File: src/rtl/pipe_seq_ctrl.sv
// pipe_seq_ctrl: stall / flush / halt sequencer for a 5-stage MIPS-style pipeline.
// Detects load-use and branch-operand hazards, freezes the pipe on a pending
// data-RAM access, kills the fetched instruction behind taken branches, and
// drains the pipe after a STOP opcode before halting.
// Optional feature: define STALL_CNT_EN to build the saturating StallCount
// counter. Without it, StallCount is tied to zero and no counter flops exist.
//
// Memory handshake: MEM_Req is the request (valid) from the MEM stage and
// MemReady is the completion (ready) from the data RAM. The access completes
// in a cycle where both are high. A cycle with MEM_Req high and MemReady low
// is a freeze cycle: every stage register holds. The request is never dropped
// while it is waiting for MemReady.
module pipe_seq_ctrl #(
    parameter int DRAIN_CYCLES = 3,
    parameter int CNT_W        = 16
) (
    input  logic             CLK,
    input  logic             RST,
    input  logic [4:0]       ID_Rs,
    input  logic [4:0]       ID_Rt,
    input  logic             ID_UsesRt,
    input  logic             ID_Branch,
    input  logic             ID_Taken,
    input  logic             ID_Stop,
    input  logic             EX_RegWriteEN,
    input  logic             EX_Load,
    input  logic [4:0]       EX_WReg,
    input  logic             MEM_RegWriteEN,
    input  logic             MEM_Load,
    input  logic [4:0]       MEM_WReg,
    input  logic             MEM_Req,
    input  logic             MemReady,
    output logic             PC_EN,
    output logic             IFID_EN,
    output logic             IDEX_EN,
    output logic             EXMEM_EN,
    output logic             MEMWB_EN,
    output logic             IFID_Flush,
    output logic             IDEX_Flush,
    output logic             Halted,
    output logic [CNT_W-1:0] StallCount,
    output logic [1:0]       DbgState
);

    typedef enum logic [1:0] {
        ST_RUN   = 2'd0,
        ST_DRAIN = 2'd1,
        ST_HALT  = 2'd2
    } state_t;

    state_t     r_state;
    state_t     w_state_next;
    logic [2:0] r_drain;
    logic [2:0] w_drain_next;
    logic       r_halted;

    logic w_ex_match;
    logic w_mem_match;
    logic w_load_use;
    logic w_branch_haz;
    logic w_hazard;
    logic w_freeze;
    logic w_stall_evt;

    // Register r matches a pending write to w; $0 never creates a dependence.
    function automatic logic f_match(input logic [4:0] r, input logic [4:0] w);
        return (w != 5'd0) && (w == r);
    endfunction

    // Operand dependence of the ID instruction on the EX / MEM destinations.
    assign w_ex_match  = f_match(ID_Rs, EX_WReg)  || (ID_UsesRt && f_match(ID_Rt, EX_WReg));
    assign w_mem_match = f_match(ID_Rs, MEM_WReg) || (ID_UsesRt && f_match(ID_Rt, MEM_WReg));

    // A load in EX cannot forward in time for anyone; branches resolve in ID
    // and so also wait for any EX result and for a load still in MEM.
    assign w_load_use   = EX_Load && EX_RegWriteEN && w_ex_match;
    assign w_branch_haz = ID_Branch &&
                          ((EX_RegWriteEN && w_ex_match) ||
                           (MEM_Load && MEM_RegWriteEN && w_mem_match));
    assign w_hazard     = (r_state == ST_RUN) && (w_load_use || w_branch_haz);

    // A waiting data-RAM access freezes everything except a halted core.
    assign w_freeze = MEM_Req && !MemReady && (r_state != ST_HALT);

    // Next-state, drain count and stage control by priority:
    // reset, halt, freeze, hazard, stop, taken branch.
    always_comb begin
        w_state_next = r_state;
        w_drain_next = r_drain;
        w_stall_evt  = 1'b0;
        PC_EN        = 1'b0;
        IFID_EN      = 1'b0;
        IDEX_EN      = 1'b0;
        EXMEM_EN     = 1'b0;
        MEMWB_EN     = 1'b0;
        IFID_Flush   = 1'b0;
        IDEX_Flush   = 1'b0;
        if (!RST) begin
            case (r_state)
                ST_RUN: begin
                    if (w_freeze) begin
                        w_stall_evt = 1'b1;
                    end else if (w_hazard) begin
                        w_stall_evt = 1'b1;
                        IDEX_EN     = 1'b1;
                        EXMEM_EN    = 1'b1;
                        MEMWB_EN    = 1'b1;
                        IDEX_Flush  = 1'b1;
                    end else if (ID_Stop) begin
                        IFID_EN      = 1'b1;
                        IDEX_EN      = 1'b1;
                        EXMEM_EN     = 1'b1;
                        MEMWB_EN     = 1'b1;
                        IFID_Flush   = 1'b1;
                        w_state_next = ST_DRAIN;
                        w_drain_next = 3'(DRAIN_CYCLES);
                    end else begin
                        PC_EN      = 1'b1;
                        IFID_EN    = 1'b1;
                        IDEX_EN    = 1'b1;
                        EXMEM_EN   = 1'b1;
                        MEMWB_EN   = 1'b1;
                        IFID_Flush = ID_Taken;
                    end
                end
                ST_DRAIN: begin
                    if (w_freeze) begin
                        w_stall_evt = 1'b1;
                    end else begin
                        IFID_EN    = 1'b1;
                        IDEX_EN    = 1'b1;
                        EXMEM_EN   = 1'b1;
                        MEMWB_EN   = 1'b1;
                        IFID_Flush = 1'b1;
                        // Halt follows the advancing cycle that empties the count.
                        if (r_drain <= 3'd1) begin
                            w_drain_next = 3'd0;
                            w_state_next = ST_HALT;
                        end else begin
                            w_drain_next = r_drain - 3'd1;
                        end
                    end
                end
                ST_HALT: begin
                    w_state_next = ST_HALT;
                end
                default: begin
                    w_state_next = ST_RUN;
                    w_drain_next = 3'd0;
                end
            endcase
        end
    end

    // State, drain counter and halted flag.
    always_ff @(posedge CLK or posedge RST) begin
        if (RST) begin
            r_state  <= ST_RUN;
            r_drain  <= 3'd0;
            r_halted <= 1'b0;
        end else begin
            r_state  <= w_state_next;
            r_drain  <= w_drain_next;
            r_halted <= (w_state_next == ST_HALT);
        end
    end

    assign Halted   = r_halted;
    assign DbgState = r_state;

`ifdef STALL_CNT_EN
    logic [CNT_W-1:0] r_stall_cnt;

    // Count hazard and freeze cycles, sticking at all-ones.
    always_ff @(posedge CLK or posedge RST) begin
        if (RST) begin
            r_stall_cnt <= '0;
        end else if (w_stall_evt && (r_stall_cnt != {CNT_W{1'b1}})) begin
            r_stall_cnt <= r_stall_cnt + CNT_W'(1);
        end
    end

    assign StallCount = r_stall_cnt;
`else
    logic w_unused_stall_evt;

    assign w_unused_stall_evt = w_stall_evt;
    assign StallCount         = '0;
`endif

endmodule

File: config.mk
export PLATFORM = sky130hd
export DESIGN_NAME = pipe_seq_ctrl
export DESIGN_NICKNAME = d
export VERILOG_FILES = /design/src/rtl/pipe_seq_ctrl.sv
export SDC_FILE = /design/constraint.sdc
export NUM_CORES = 1
export LEC_CHECK = 0
export CORE_AREA = 8 8 61 63
export CTS_CLUSTER_DIAMETER = 30
export CTS_CLUSTER_SIZE = 40
export DETAILED_ROUTE_END_ITERATION = 8
export DIE_AREA = 0 0 69 71
export PLACE_DENSITY = 0.81
export RECOVER_POWER = 50
export SYNTH_ARGS = -nofsm -noshare
export SYNTH_HDL_FRONTEND = slang
export SYNTH_SLANG_ARGS = --single-unit
File: constraint.sdc
create_clock -name CLK -period 1.92 [get_ports CLK]
set_input_delay 0.384 -clock CLK [delete_from_list [all_inputs] [get_ports CLK]]
set_output_delay 0.384 -clock CLK [all_outputs]
set_load 0.02 [all_outputs]
Word level (Yosys, flattened, before mapping)
Index checks and enable logic that the tools add are counted.
{ "word_totals": {"reg_bits": 6, "elab_cells": 78} }
{ "classes": {"n_mux": 34, "reduce_logical": 25, "add_sub_neg": 1, "bitwise": 2, "eq_ne": 12, "n_lt_le_gt_ge": 1} }
{ "op_table": {"columns": ["operator", "n"], "rows": [
  ["== test 5 bit", 4],
  ["2-to-1 mux 1 bit", 19],
  ["logical AND 1 bit", 15],
  ["2-to-1 mux 3 bit", 5],
  ["2-to-1 mux 2 bit", 6],
  ["!= test 2 bit, second input constant", 5],
  ["nonzero test 5 bit", 2],
  ["case mux 3 bit (3 select lines)", 1],
  ["case mux 2 bit (3 select lines)", 1],
  ["AND reduction 6 bit", 1],
  ["== test 2 bit, second input constant", 2],
  ["logical OR 1 bit", 4],
  ["case mux 1 bit (2 select lines)", 2],
  ["less-or-equal comparator 3 x 1 -> 1 bit, second input constant", 1],
  ["subtractor 3 x 1 -> 3 bit, second input constant", 1],
  ["== test 2 x 1 -> 1 bit, second input constant", 1],
  ["zero test 2 bit", 1],
  ["inverter 1 bit", 2],
  ["OR reduction 2 bit", 1],
  ["zero test 1 bit", 1]
]} }

Logic depth before layout (Yosys ltp)
Gate-level depths: netlist of the first run.
{ "logic_depth": {"word_depth": 14, "ltp_mapped": 7, "mapped_depth_nobuf": 7} }

Worst setup path before layout of the first run
No wires, ideal clock.
{ "synth_path": {"path_kind": "input -> output", "start": "input MEM_WReg[1]", "end": "output PC_EN", "n_path_buf": 0, "slack_ps": -443, "required_ps": 1536, "arrival_time_ps": 1979, "cell_stages": 4, "cell_sequence": "or4_1 -> o2111ai_2 -> o32ai_4 -> nor4_1"} }
{ "synth_via": {"elab_chain_cells": 13, "elab_cells_between_ends": 16, "cone_classes": "eq/ne (2); mux (4); reduce/logical (10)"} }
{ "synth_lines": {"columns": ["item", "line_no", "text"], "rows": [
  ["start: declaration", "30", "input logic [4:0] MEM_WReg,"],
  ["== test 5 bit / nonzero test 5 bit (equally long branches)", "67", "return (w != 5'd0) && (w == r);"],
  ["logical AND 1 bit", "67", null],
  ["logical AND 1 bit", "72", "assign w_mem_match = f_match(ID_Rs, MEM_WReg) || (ID_UsesRt && f_match(ID_Rt, MEM_WReg));"],
  ["logical OR 1 bit *", "72", null],
  ["logical AND 1 bit *", "79", "(MEM_Load && MEM_RegWriteEN && w_mem_match));"],
  ["logical OR 1 bit *", "78", "((EX_RegWriteEN && w_ex_match) ||"],
  ["logical AND 1 bit *", "77", "assign w_branch_haz = ID_Branch &&"],
  ["logical OR 1 bit *", "80", "assign w_hazard = (r_state == ST_RUN) && (w_load_use || w_branch_haz);"],
  ["logical AND 1 bit *", "80", null],
  ["2-to-1 mux 1 bit *", "103", "end else if (w_hazard) begin"],
  ["2-to-1 mux 1 bit *", "101", "if (w_freeze) begin"],
  ["2-to-1 mux 1 bit *", "99", "case (r_state)"],
  ["2-to-1 mux 1 bit *", "98", "if (!RST) begin"],
  ["end: declaration", "33", "output logic PC_EN,"]
]} }
Mark *: on every way between the ends. The rest lies on a longest branch, timed or not.

Worst setup path after layout of the first run
{ "layout_path": {"start": "input MEM_WReg[4]", "end": "output PC_EN"} }
Same word-level chain as after synthesis.

==> results of run 1 <==
state kept, by name (all words and copies together) (netlist names):
signal and count:
r_drain 3, DbgState 2, Halted 1
synthesized netlist by cell type, types with 2 or more instances:
library cell   n  area share, %
dfrtp_1        6             18
xor2_1         9            9.3
ha_1           2            2.9
nor2_1         4            1.8
o21ai_0        5            2.9
nand3_1        3            1.8
xnor2_1       11             11
buf_4         18             16
a21oi_1        4            2.3
and3_1         2            1.5
nand2_1        3            1.3
nor3_1         3            1.8
inv_1          7            3.1
or4_1          2            1.8
nand2b_1       2            1.5
critical path: cells and delay by family:
family / cells / cell delay, ps
and+or+nand+nor: 2 / 670
AOI/OAI and AO/OA: 2 / 370
buffers and inverters: 3 / 410
area by class of cell:
type | instances | area share [%]
inverter | 7 | 1.62
multi-input combinational | 86 | 44.5
timing repair buffer | 75 | 40.6
sequential | 6 | 9.28
clock buffer | 3 | 1.39
tap | 33 | 2.55
through the flow:
stage                     util [%]  hold slack, ps
final                         56.7             599
after global routing          56.7             620
after CTS                     54.4             504
after detailed placement      51.4             572
after global placement        51.4             566
after floorplan                  -             192
routing by layer:
layer,up-vias,wire length (µm)
met5,-,0
met4,0,97
met3,10,210
met2,43,1830
met1,478,1160
li1,477,-
worst paths after layout:
check / to / slack [ps] / cells after the start / from
max in group asynchronous: r_drain[1]$_DFFE_PP0P_ / 970 / 3 / RST
min reg2reg: r_drain[2]$_DFFE_PP0P_ / 600 / 1 / r_drain[2]$_DFFE_PP0P_
max: PC_EN / -310 / 7 / MEM_WReg[4]
max reg2reg: r_drain[2]$_DFFE_PP0P_ / 360 / 7 / DbgState[1]$_DFF_PP0_
min: r_drain[2]$_DFFE_PP0P_ / 600 / 1 / r_drain[2]$_DFFE_PP0P_
min in group asynchronous: Halted$_DFF_PP0_ / 710 / 3 / RST
repair_timing:
item / CTS / global route
cloned: 0 / 0
hold endpoints to repair: 0 / 0
pin swaps: 18 / 5
endpoints found under the setup margin: 11 / 8
setup buffers: 3 / 2
gates resized for setup: 112 / 16
report_power, final:
group / internal (mW) / switching, mW
registers: 0.186 / 0.0493
logic: 0.445 / 0.480
clock network: 0.0702 / 0.0380
total: 0.701 / 0.567
logic make-up (layout without fill, tap and decap cells):
kind of cell | count (synthesis) | in the layout | share of synthesized area, %
AO/OA/AOI/OAI | 24 | 24 | 23.2
flip-flops | 6 | 6 | 17.6
XOR/XNOR | 20 | 20 | 20.6
AND/OR/NAND/NOR | 24 | 24 | 15.7
other | 1 | 16 | 0.440
adder cells (fa/ha/maj) | 2 | 2 | 2.94
buffers and inverters | 26 | 85 | 19.5
==> results.cfg, run 1 <==
[status]
status = complete, but fails checks
violations = negative setup slack

[synthesis]
synth_warnings = 0
synth_seq_cells = 6
async_flop_share_pct = 100
synth_enable_flop_cells = 0
netlist_instances = 103
synth_ff_type = dfrtp_1
ys_seq_area_share_pct = 17.6
synth_cell_types = 37
synth.avg_cell_area_um2 = 8.27
synth_area_um2 = 852

[global_route]
grt_util_met2_pct = 24.5
track_usage_pct = 12.9
grt.busiest_layer = met2
grt_overflow = 0
antenna_found_initial = 0
use_met3_pct = 2.80
met1_usage_pct = 12.7
grt_max_degree = 8
grt_pass1_wl_mm = 5.29
first_global_vias = 1108

[timing]
rsz0062_at_grt = true
period_needed_ps = 2230
setup_violations = 4
hold_violations = 0
skew_ps = 0.0776
min_period_over_period_pct = 116
timing.fmax_mhz = 448
finalWorstSetupSlack_ps = -311
drv_slew = 0
fin_setup_tns_ps = -1210

[route]
wirelength_mm = 3.29
detail_route.first_pass.iterations = 4
drt-initial-drc-count = 25
routed_via_density = 4.80
vias = 1008
ant_nets = 0
drc = 0
wire_per_inst_um = 15.7

[cells_and_area]
mostFrequentLayoutCells = 32 x buf_4, 16 x conb_1, 12 x clkdlybuf4s50_1
fillers = 260
final_cell_count_no_fill = 210
drive_gt1_share_pct = 42.9
finish.instance_area_um2 = 1620
fin_nets = 213
final_common_cell = buf_4
n_antenna_cell = 0
ff_latch_area_um2 = 150
syn_to_final_growth_pct = 89.9
multiInputGateArea_um2 = 721

[floorplanning]
die_height_um = 71
die-width_um = 69
initial_core_util_pct = 29.9
rows = 20
coreArea_um2 = 2850
ios = 58
die_area_um2 = 4900

[critical_path]
critical_path_arrival_ps = 1850
critPathMaxStageDelay_ps = 550
critPathLaunchType = input port
end_kind = output port
cp_max_fo = 4
cp_slowest_cell = or4_4
crit_path_frequent_cell = buf_6
path_cells = buf_6, or4_4, o2111ai_4, o32ai_4, buf_6, nor4_4, buf_4
worstPathRequired_ps = 1540
path_class = input port to output port

[clock_tree]
cts.path.max_buffers = 2
cts_tree = yes
clockRootBuffer = clkbuf_4
htree_levels = 1
hold_buffers = 0
insertion_delay_ps = 230
numCtsBuffers = 3
clk_pin_slew_worst_paths_ps = 40
cts_sinks = 6

[min_path]
hold_class = register to register

[placement]
dp_hpwl_mm = 2.73
place_area_um2 = 1470
post-place-ws_ps = -1230
place.gp.congestion = 0.862
dpl.cell_count = 202
io_buffers = 41

[power]
leakage_nw = 0.743
p_total_mw = 1.27
ir_drop_mv = 0.697
pwr_density_cell_nw_per_um2 = 784

[run]
cap_violations = 0
No activity file was read; power rests on OpenSTA's default activity.
==> run 2, diff against run 1 <==
MAX_ROUTING_LAYER = met4   (was not set)
==> results.cfg, run 2 (synthesis gave the netlist of run 1 again) <==
[clock_tree]
numCtsBuffers = 3
htree_levels = 1
clk_pin_slew_worst_paths_ps = 40
clockRootBuffer = clkbuf_4
cts.path.max_buffers = 2
cts_sinks = 6
cts_tree = yes
hold_buffers = 0
insertion_delay_ps = 240

[floorplanning]
die_height_um = 71
rows = 20
initial_core_util_pct = 29.9
ios = 58
die-width_um = 69
coreArea_um2 = 2850
die_area_um2 = 4900

[critical_path]
critPathLaunchType = input port
path_class = input port to output port
end_kind = output port
crit-reg2reg-capture = r_drain[2]$_DFFE_PP0P_
reg2reg_slack_ps = 360
r2r-start = DbgState[1]$_DFF_PP0_
r2r_cells = 7
critical_path_arrival_ps = 1840
cp_max_fo = 4
worstPathRequired_ps = 1540

[global_route]
grt_max_degree = 8
first_global_vias = 1108
antenna_found_initial = 0
grt_overflow = 0
track_usage_pct = 12.4
grt_pass1_wl_mm = 5.02

[run]
cap_violations = 0

[timing]
drv_slew = 0
timing.fmax_mhz = 449
skew_ps = 1.35
period_needed_ps = 2230
min_period_over_period_pct = 116
hold_violations = 0
finalWorstSetupSlack_ps = -309
rsz0062_at_grt = true
fin_setup_tns_ps = -1210
setup_violations = 4

[cells_and_area]
final_common_cell = buf_4
fillers = 267
mostFrequentLayoutCells = 34 x buf_4, 16 x conb_1, 12 x clkdlybuf4s50_1
fin_nets = 211
drive_gt1_share_pct = 41.1
ff_latch_area_um2 = 150
final_core_util_pct = 55.1
largest_register_ffs = 3
syn_to_final_growth_pct = 84.4
n_antenna_cell = 0
multiInputGateArea_um2 = 714
finish.instance_area_um2 = 1570
top_register = r_drain

[placement]
io_buffers = 41
post-place-ws_ps = -1220
place.gp.congestion = 0.875
dp_hpwl_mm = 2.67
place_area_um2 = 1470

[route]
drc = 0
detail_route.first_pass.iterations = 4
routed_via_density = 4.71
wire_per_inst_um = 14.7
vias = 979
wirelength_mm = 3.06
ant_nets = 0
drt-initial-drc-count = 12

[power]
pwr-share-clk_pct = 8.8
intPower_uw = 687
swShare_pct = 44.6
ir_drop_mv = 0.639
seqPwrFrac_pct = 18.9
pwr_density_cell_nw_per_um2 = 789
p_sw_uw = 552
comb_power_share_pct = 72.3
leakage_nw = 0.723

[status]
violations = negative setup slack
status = complete, but fails checks

[min_path]
worstHoldStart = r_drain[2]$_DFFE_PP0P_
worstHoldPathCells = 1
hold_path_end = r_drain[2]$_DFFE_PP0P_
hold_class = register to register
-- run 2: worst max-delay path by stage --
stage           startpoint    endpoint  slack [ps]
6_report          ID_Rt[3]  IFID_Flush        -310
5_1_grt           ID_Rt[3]  IFID_Flush        -410
4_1_cts        MEM_WReg[4]       PC_EN        -340
3_5_place_dp    EX_WReg[3]  IDEX_Flush       -1220
3_3_place_gp   MEM_WReg[1]     IFID_EN       -1200
2_1_floorplan   EX_WReg[3]  IDEX_Flush        -140
-- run 2: metrics by stage --
stage | hold slack, ps | instances | power [mW]
after floorplan | 192 | 118 | 0.726
after global placement | 567 | 202 | 1.06
after detailed placement | 572 | 202 | 1.09
after CTS | 493 | 207 | 1.23
after global routing | 620 | 208 | 1.34
final | 578 | 208 | 1.24
-- run 2: what timing repair did --
| action | 4_1_cts | 5_1_grt |
|---|---|---|
| setup endpoints to repair | 11 | 9 |
| setup buffers | 2 | 1 |
| pin swaps | 15 | 4 |
| gates resized for setup | 107 | 9 |
-- run 2: power by group through the flow --
stage,Combinational (mW),Clock (mW),Sequential [mW]
after global routing,0.971,0.122,0.243
after floorplan,0.457,0,0.269
final,0.896,0.110,0.234
after CTS,0.879,0.117,0.233
after detailed placement,0.856,0,0.234
after global placement,0.832,0,0.231
-- run 2: critical path, cell delays in order --
cell	delay, ps
buf_6	100
xor2_1	160
nor4_2	310
a32oi_2	170
o32ai_4	360
buf_6	170
o21bai_4	50
buf_6	140
-- run 2: per-layer routing --
layer	up-vias	part of all wire (%)	GRT usage (%)
met5	-	0	-
met3	5	3.6	1.40
li1	479	-	-
met1	461	40	13.0
met4	0	0.95	3.87
met2	34	55	23.7
-- run 2: area by class of cell --
class,count,area share (%)
timing repair buffer,73,39.3
sequential,6,9.55
multi-input combinational,86,45.5
clock buffer,3,1.43
inverter,7,1.67
tap,33,2.63
